===== config.mk =====
export PLATFORM = sky130hd
export DESIGN_NAME = prc_copy_engine_flat
export DESIGN_NICKNAME = d
export VERILOG_FILES = /design/src/rtl/prc_pkg.sv /design/src/rtl/prc_bus_if.sv /design/src/rtl/prc_bus_cycle.sv /design/src/rtl/prc_copy_engine.sv /design/src/flat_wrapper.sv
export SDC_FILE = /design/constraint.sdc
export NUM_CORES = 1
export LEC_CHECK = 0
export ABC_AREA = 0
export BUFFER_PORTS_ARGS = -buffer_cell sky130_fd_sc_hd__buf_4
export CAP_MARGIN = 15
export CORE_MARGIN = 3
export CORE_UTILIZATION = 36
export DETAILED_ROUTE_END_ITERATION = 6
export PLACE_DENSITY = 0.68
export SLEW_MARGIN = 20
export SYNTH_ARGS = -nofsm -noshare
export SYNTH_HDL_FRONTEND = slang
export SYNTH_SLANG_ARGS = --single-unit

===== constraint.sdc =====
create_clock -name clk -period 2 [get_ports clk]
set_input_delay 0.6 -clock clk [delete_from_list [all_inputs] [get_ports clk]]
set_output_delay 0.6 -clock clk [all_outputs]
set_load 0.01 [all_outputs]

===== src/rtl/prc_pkg.sv =====
// prc_pkg: shared states, LCD command bytes, framebuffer geometry and default addresses
// Build option: PRC_COPY_CLEAR_EN adds the CLR_FB state (framebuffer cleared after each byte is copied).
package prc_pkg;
  localparam int FB_COLUMNS = 96;
  localparam int FB_PAGES = 8;
  localparam logic [7:0] PAGE_CMD = 8'hB0;
  localparam logic [7:0] COL_LO_CMD = 8'h00;
  localparam logic [7:0] COL_HI_CMD = 8'h10;
  localparam logic [23:0] DEF_FB_BASE = 24'h001000;
  localparam logic [23:0] DEF_LCD_CMD_ADDR = 24'h0020FE;
  localparam logic [23:0] DEF_LCD_DATA_ADDR = 24'h0020FF;
  typedef enum logic [3:0] {
    IDLE, WAIT_GRANT, CMD_PAGE, CMD_COL_LO, CMD_COL_HI, RD_FB, WR_LCD,
`ifdef PRC_COPY_CLEAR_EN
    CLR_FB,
`endif
    NEXT, DONE
  } state_t;
  function automatic logic [23:0] fb_offset(input logic [2:0] page, input logic [6:0] col);
    return 24'(page) * 24'(FB_COLUMNS) + 24'(col);
  endfunction
endpackage


===== src/rtl/prc_bus_if.sv =====
// prc_bus_if: single-master bus between the copy engine and memory/LCD
// master: drives bus_request, address_out, data_out, bus_write, bus_read; samples bus_grant, data_in
// slave:  the mirror image
interface prc_bus_if;
  logic bus_request, bus_grant, bus_write, bus_read;
  logic [23:0] address_out;
  logic [7:0] data_out, data_in;
  modport master(output bus_request, bus_write, bus_read, address_out, data_out, input bus_grant, data_in);
  modport slave(input bus_request, bus_write, bus_read, address_out, data_out, output bus_grant, data_in);
endinterface


===== src/rtl/prc_bus_cycle.sv =====
// prc_bus_cycle: two-cycle access sequencer (A: strobe high, B: strobe low, address/data held) with grant stall and read capture
// Ports: clk, reset_n; act/we/addr/wdata describe the pending access; grant gates cycle A;
// wr/rd/addr_o/wdata_o drive the bus; ack is high in cycle B; rdata holds the byte captured at the end of a read's cycle B.
module prc_bus_cycle (
  input  logic        clk,
  input  logic        reset_n,
  input  logic        act,
  input  logic        we,
  input  logic        grant,
  input  logic [23:0] addr,
  input  logic [7:0]  wdata,
  input  logic [7:0]  rdata_in,
  output logic        wr,
  output logic        rd,
  output logic        ack,
  output logic [23:0] addr_o,
  output logic [7:0]  wdata_o,
  output logic [7:0]  rdata
);
  logic ph, go;
  always_comb begin
    go = act && !ph && grant;
    wr = go && we;
    rd = go && !we;
    ack = ph;
    addr_o = act ? addr : '0;
    wdata_o = act && we ? wdata : '0;
  end
  // ph marks cycle B; a cycle A only happens with grant, so a stalled access simply retries next cycle
  always_ff @(posedge clk or negedge reset_n)
    if (!reset_n) begin
      ph <= 1'b0;
      rdata <= '0;
    end else begin
      ph <= go;
      if (ph && !we) rdata <= rdata_in;
    end
endmodule


===== src/rtl/prc_copy_engine.sv =====
// prc_copy_engine: copies a 96x64 page-major framebuffer to the LCD (page/column commands, then read/write per byte)
// Ports: clk, reset_n (async, active-low); start (one-cycle request); busy; done (one-cycle pulse); bus (prc_bus_if.master)
// Build option: PRC_COPY_CLEAR_EN writes 8'h00 back to each framebuffer byte after it reaches the LCD.
module prc_copy_engine
  import prc_pkg::*;
#(
  parameter logic [23:0] FB_BASE = DEF_FB_BASE,
  parameter logic [23:0] LCD_CMD_ADDR = DEF_LCD_CMD_ADDR,
  parameter logic [23:0] LCD_DATA_ADDR = DEF_LCD_DATA_ADDR
) (
  input  logic clk,
  input  logic reset_n,
  input  logic start,
  output logic busy,
  output logic done,
  prc_bus_if.master bus
);
  state_t state, nxt, after_data;
  logic [2:0] page;
  logic [6:0] col;
  logic act, we, ack, fb_acc, col_end, frame_end, adv;
  logic [23:0] addr;
  logic [7:0] wdata, rdata;
`ifdef PRC_COPY_CLEAR_EN
  localparam state_t LAST_DATA = CLR_FB;
  assign fb_acc = state == RD_FB || state == CLR_FB;
`else
  localparam state_t LAST_DATA = WR_LCD;
  assign fb_acc = state == RD_FB;
`endif
  assign col_end = col == 7'(FB_COLUMNS - 1);
  assign frame_end = col_end && page == 3'(FB_PAGES - 1);
  // the byte's last access advances the counters and jumps straight to the next access, so NEXT never costs a cycle
  assign after_data = frame_end ? DONE : col_end ? CMD_PAGE : RD_FB;
  assign adv = ack && state == LAST_DATA;
  always_ff @(posedge clk or negedge reset_n)
    if (!reset_n) state <= IDLE;
    else state <= nxt;
  always_comb begin
    nxt = state;
    case (state)
      IDLE:       nxt = start ? WAIT_GRANT : IDLE;
      WAIT_GRANT: nxt = bus.bus_grant ? CMD_PAGE : WAIT_GRANT;
      CMD_PAGE:   nxt = ack ? CMD_COL_LO : CMD_PAGE;
      CMD_COL_LO: nxt = ack ? CMD_COL_HI : CMD_COL_LO;
      CMD_COL_HI: nxt = ack ? RD_FB : CMD_COL_HI;
      RD_FB:      nxt = ack ? WR_LCD : RD_FB;
`ifdef PRC_COPY_CLEAR_EN
      WR_LCD:     nxt = ack ? CLR_FB : WR_LCD;
      CLR_FB:     nxt = ack ? after_data : CLR_FB;
`else
      WR_LCD:     nxt = ack ? after_data : WR_LCD;
`endif
      NEXT:       nxt = after_data;
      DONE:       nxt = IDLE;
      default:    nxt = IDLE;
    endcase
  end
  always_ff @(posedge clk or negedge reset_n)
    if (!reset_n) begin
      page <= '0;
      col <= '0;
    end else if (adv) begin
      col <= col_end ? '0 : col + 7'd1;
      page <= page + 3'(col_end);
    end
  always_comb begin
    busy = state != IDLE && state != DONE;
    done = state == DONE;
    bus.bus_request = busy;
    act = fb_acc || state inside {CMD_PAGE, CMD_COL_LO, CMD_COL_HI, WR_LCD};
    we = state != RD_FB;
    addr = fb_acc ? FB_BASE + fb_offset(page, col) : state == WR_LCD ? LCD_DATA_ADDR : LCD_CMD_ADDR;
    wdata = state == CMD_PAGE ? PAGE_CMD | {5'b0, page} :
            state == CMD_COL_LO ? COL_LO_CMD :
            state == CMD_COL_HI ? COL_HI_CMD :
            state == WR_LCD ? rdata : 8'h00;
  end
  prc_bus_cycle u_cyc (
    .clk(clk),
    .reset_n(reset_n),
    .act(act),
    .we(we),
    .grant(bus.bus_grant),
    .addr(addr),
    .wdata(wdata),
    .rdata_in(bus.data_in),
    .wr(bus.bus_write),
    .rd(bus.bus_read),
    .ack(ack),
    .addr_o(bus.address_out),
    .wdata_o(bus.data_out),
    .rdata(rdata)
  );
endmodule


===== src/flat_wrapper.sv =====
// flat-port wrapper written by rule: the top's interface ports become plain ports
module prc_copy_engine_flat import prc_pkg::*;
#(
  parameter logic [23:0] FB_BASE = DEF_FB_BASE,
  parameter logic [23:0] LCD_CMD_ADDR = DEF_LCD_CMD_ADDR,
  parameter logic [23:0] LCD_DATA_ADDR = DEF_LCD_DATA_ADDR
)
  (clk, reset_n, start, busy, done, bus_bus_request, bus_bus_write, bus_bus_read, bus_address_out, bus_data_out, bus_bus_grant, bus_data_in);
  prc_bus_if bus_i ();
  input  logic clk;
  input  logic reset_n;
  input  logic start;
  output logic busy;
  output logic done;
  output wire logic [$bits(bus_i.bus_request)-1:0] bus_bus_request;
  output wire logic [$bits(bus_i.bus_write)-1:0] bus_bus_write;
  output wire logic [$bits(bus_i.bus_read)-1:0] bus_bus_read;
  output wire logic [$bits(bus_i.address_out)-1:0] bus_address_out;
  output wire logic [$bits(bus_i.data_out)-1:0] bus_data_out;
  input wire logic [$bits(bus_i.bus_grant)-1:0] bus_bus_grant;
  input wire logic [$bits(bus_i.data_in)-1:0] bus_data_in;
  assign bus_bus_request = bus_i.bus_request;
  assign bus_bus_write = bus_i.bus_write;
  assign bus_bus_read = bus_i.bus_read;
  assign bus_address_out = bus_i.address_out;
  assign bus_data_out = bus_i.data_out;
  assign bus_i.bus_grant = bus_bus_grant;
  assign bus_i.data_in = bus_data_in;
  prc_copy_engine #(.FB_BASE(FB_BASE), .LCD_CMD_ADDR(LCD_CMD_ADDR), .LCD_DATA_ADDR(LCD_DATA_ADDR)) u_core (.clk(clk), .reset_n(reset_n), .start(start), .busy(busy), .done(done), .bus(bus_i));
endmodule

==> results.cfg <==
[drt]
first_pass_iters = 4
wirelength_um = 3980
vias = 1395
drtIter0Drc = 50
wl_per_cell_um = 13.9
drc = 0
vias_per_cell = 4.88
ant_nets = 0

[pwr]
vdd_ir_drop_max_uv = 777
power_density_nw_per_um2 = 1360
p_leak_nw = 1.23
power_w = 0.00334

[placed_design]
io_buffer_count = 37
hpwl_um = 2680
gp_congestion = 0.837

[grt]
grt_max_degree = 24
track_usage_pct = 14.7
grt_pass1_wl_um = 6310
grt-ovfl-total = 0
antenna_found_initial = 0
grt_pass1_vias = 1382

[timing]
layout_setup_ws_ns = -0.497
hold_viol = 0
skew_ns = 0.00308
finalCritPeriodShare_pct = 125
setup_viol_count_final = 22
max_freq_mhz = 400
rsz0062_at_grt = yes
slew_violations = 0
period_minus_slack_ns = 2.50

[critical_path]
path_depth = 6
slowest_delay_ns = 0.57
path_cells = ha_4 -> fa_2 -> nand2_2 -> xnor2_1 -> and2_1 -> buf_6
end_kind = primary output
path_class = reg -> out
critPathArrivalTime_ns = 1.90
worst-r2r-cell-count = 8
critPathSlowestCell = fa_2
cp_data_required_time_ns = 1.40
worst_path_dominant_cell_family = adder cells
path_max_fanout = 3
path_buf_inv = 1
critPathLaunchType = register

[clock_tree]
cts-buffers-inserted = 3
h-tree-depth = 1
cts_max_path_buffers = 2
clk_pin_slew_ns = 0.08
clkSinkCount = 23
tritoncts = built
clk_latency_ns = 0.26
root_buffer = clkbuf_8

[floorplan]
die_h_um = 73.7
die-width_um = 73.7
pin_count = 49
dieArea_um2 = 5430
core-area_um2 = 4200
rows = 23
start_util_pct = 39.2

[final_layout]
nets = 259
n_antenna_cell = 0
fill_cells = 380
area_growth_pct = 48.6
final_util_pct = 58.3
drive_gt1_share_pct = 54.2

[logic_synthesis]
yosysSeqAreaShare_pct = 34.9
synth_edf_count = 0
async_reset_ff_share_pct = 100
yosysWarningCount = 0
synth_area_per_cell_um2 = 9.69
synthFlopType = dfrtp_1
synth.cell_area_um2 = 1650
yosysUniqueCellTypes = 47
ys_ff_latch = 23
syn-instance-count = 170

[run_status]
violations = negative setup slack
status = complete, but fails checks

[flow_run]
timing.max_cap.violations = 0

[min_path]
hp-class = in -> async
==> state kept, by name (all words and copies together), names as in the netlist <==
| name | count |
|---|---|
| u_core.state | 4 |
| u_core.u_cyc.ack | 1 |
| u_core.u_cyc.rdata | 8 |
| u_core.page | 3 |
| u_core.col | 7 |
==> final cells by class <==
class                      instances  area [um2]  area share, %
clock buffer                       3        41.3           1.69
clock inverter                     1        5.00          0.204
inverter                          11        51.3           2.10
multi-input combinational        127        1070           43.7
sequential                        23         581           23.7
tap                               50        62.6           2.55
timing repair buffer              71         638           26.1
==> metal layers <==
metal  vias up  part of all wire (%)  GRT usage, %
met5         -                     0             0
met4         0                  0.20          1.01
met3         2                   5.0          3.01
met2        33                    53          27.2
met1       679                    42          18.4
li1        681                     -             -
==> synthesized netlist by cell type (all sizes together), types with 3 or more instances <==
cell type	n	area share [%]
nor2	9	2.0
o21ai	5	1.5
xnor2	5	2.7
dfrtp	23	35
a21o	4	1.8
nor3	4	1.2
xor2	3	1.6
buf	18	8.0
a21oi	4	1.2
mux2	9	8.0
and2	6	2.4
ha	8	6.1
mux2i	5	3.0
nand2	27	7.1
inv	11	2.7
==> final timing paths <==
check                                     from               endpoint  slack (ns)
max in group asynchronous              reset_n        u_core.state[3]        1.53
worst max-delay path            u_core.page[0]     bus_address_out[8]       -0.50
worst min-delay path                   reset_n  u_core.u_cyc.rdata[3]        0.22
min in group clk                 u_core.col[4]          u_core.col[4]        0.51
worst max register to register   u_core.col[0]         u_core.page[1]        0.17
worst min register to register   u_core.col[4]          u_core.col[4]        0.51
==> power by group <==
group	internal, W	switching [W]
clock	0.000139	0.000153
sequential	0.000619	0.000125
combinational	0.00129	0.00101
==> through the flow <==
step | instance area [um2] | cells | setup slack (ns) | TNS, ns | hold slack [ns]
final | 2450 | 286 | -0.497 | -3.08 | 0.217
after global routing | 2450 | 286 | -0.577 | -4.61 | 0.225
after CTS | 2320 | 284 | -0.481 | -3.01 | 0.224
after detailed placement | 2000 | 259 | -0.205 | -0.858 | 0.496
after global placement | 2000 | 259 | -0.199 | -0.711 | 0.486
after floorplan | 1710 | 180 | -0.104 | -0.306 | 0.304
==> cells in the final DEF, fill, tap and decap left out, types with 2 or more instances in the layout <==
master	instances
buf_4	44
buf_6	26
dfrtp_1	19
nand2_1	15
conb_1	11
nand2_2	8
mux2_4	8
inv_1	6
nor2_1	6
ha_1	6
mux2i_1	5
xnor2_1	5
a21o_1	4
dfrtp_2	4
and2_1	3
nor2_2	3
inv_2	3
and2_4	3
o21ai_1	3
nand2_4	3
clkbuf_8	3
nand4b_1	2
a21boi_0	2
xor2_1	2
o21ai_0	2
a21oi_1	2
nor3_1	2
a21oi_2	2
nand4_1	2
fa_2	2
ha_4	2
==> cell families (layout without fill, tap and decap cells) <==
family	count (synthesis)	after routing	synth area share [%]
AND/OR/NAND/NOR	63	63	21.6
buffers and inverters	30	86	10.9
multiplexers	14	14	11.0
XOR/XNOR	8	8	4.25
flip-flops	23	23	34.9
adder cells (fa/ha/maj)	10	10	8.50
other	1	11	0.228
AO/OA/AOI/OAI	21	21	8.58
==> what timing repair did <==
action,4_1_cts,5_1_grt
setup buffers,21,2
resized for setup,36,35
setup endpoints to repair,22,26
pin swaps,16,12
gates cloned,0,0
hold buffers,0,0
Note: power is estimated with default switching activity, not from simulation.
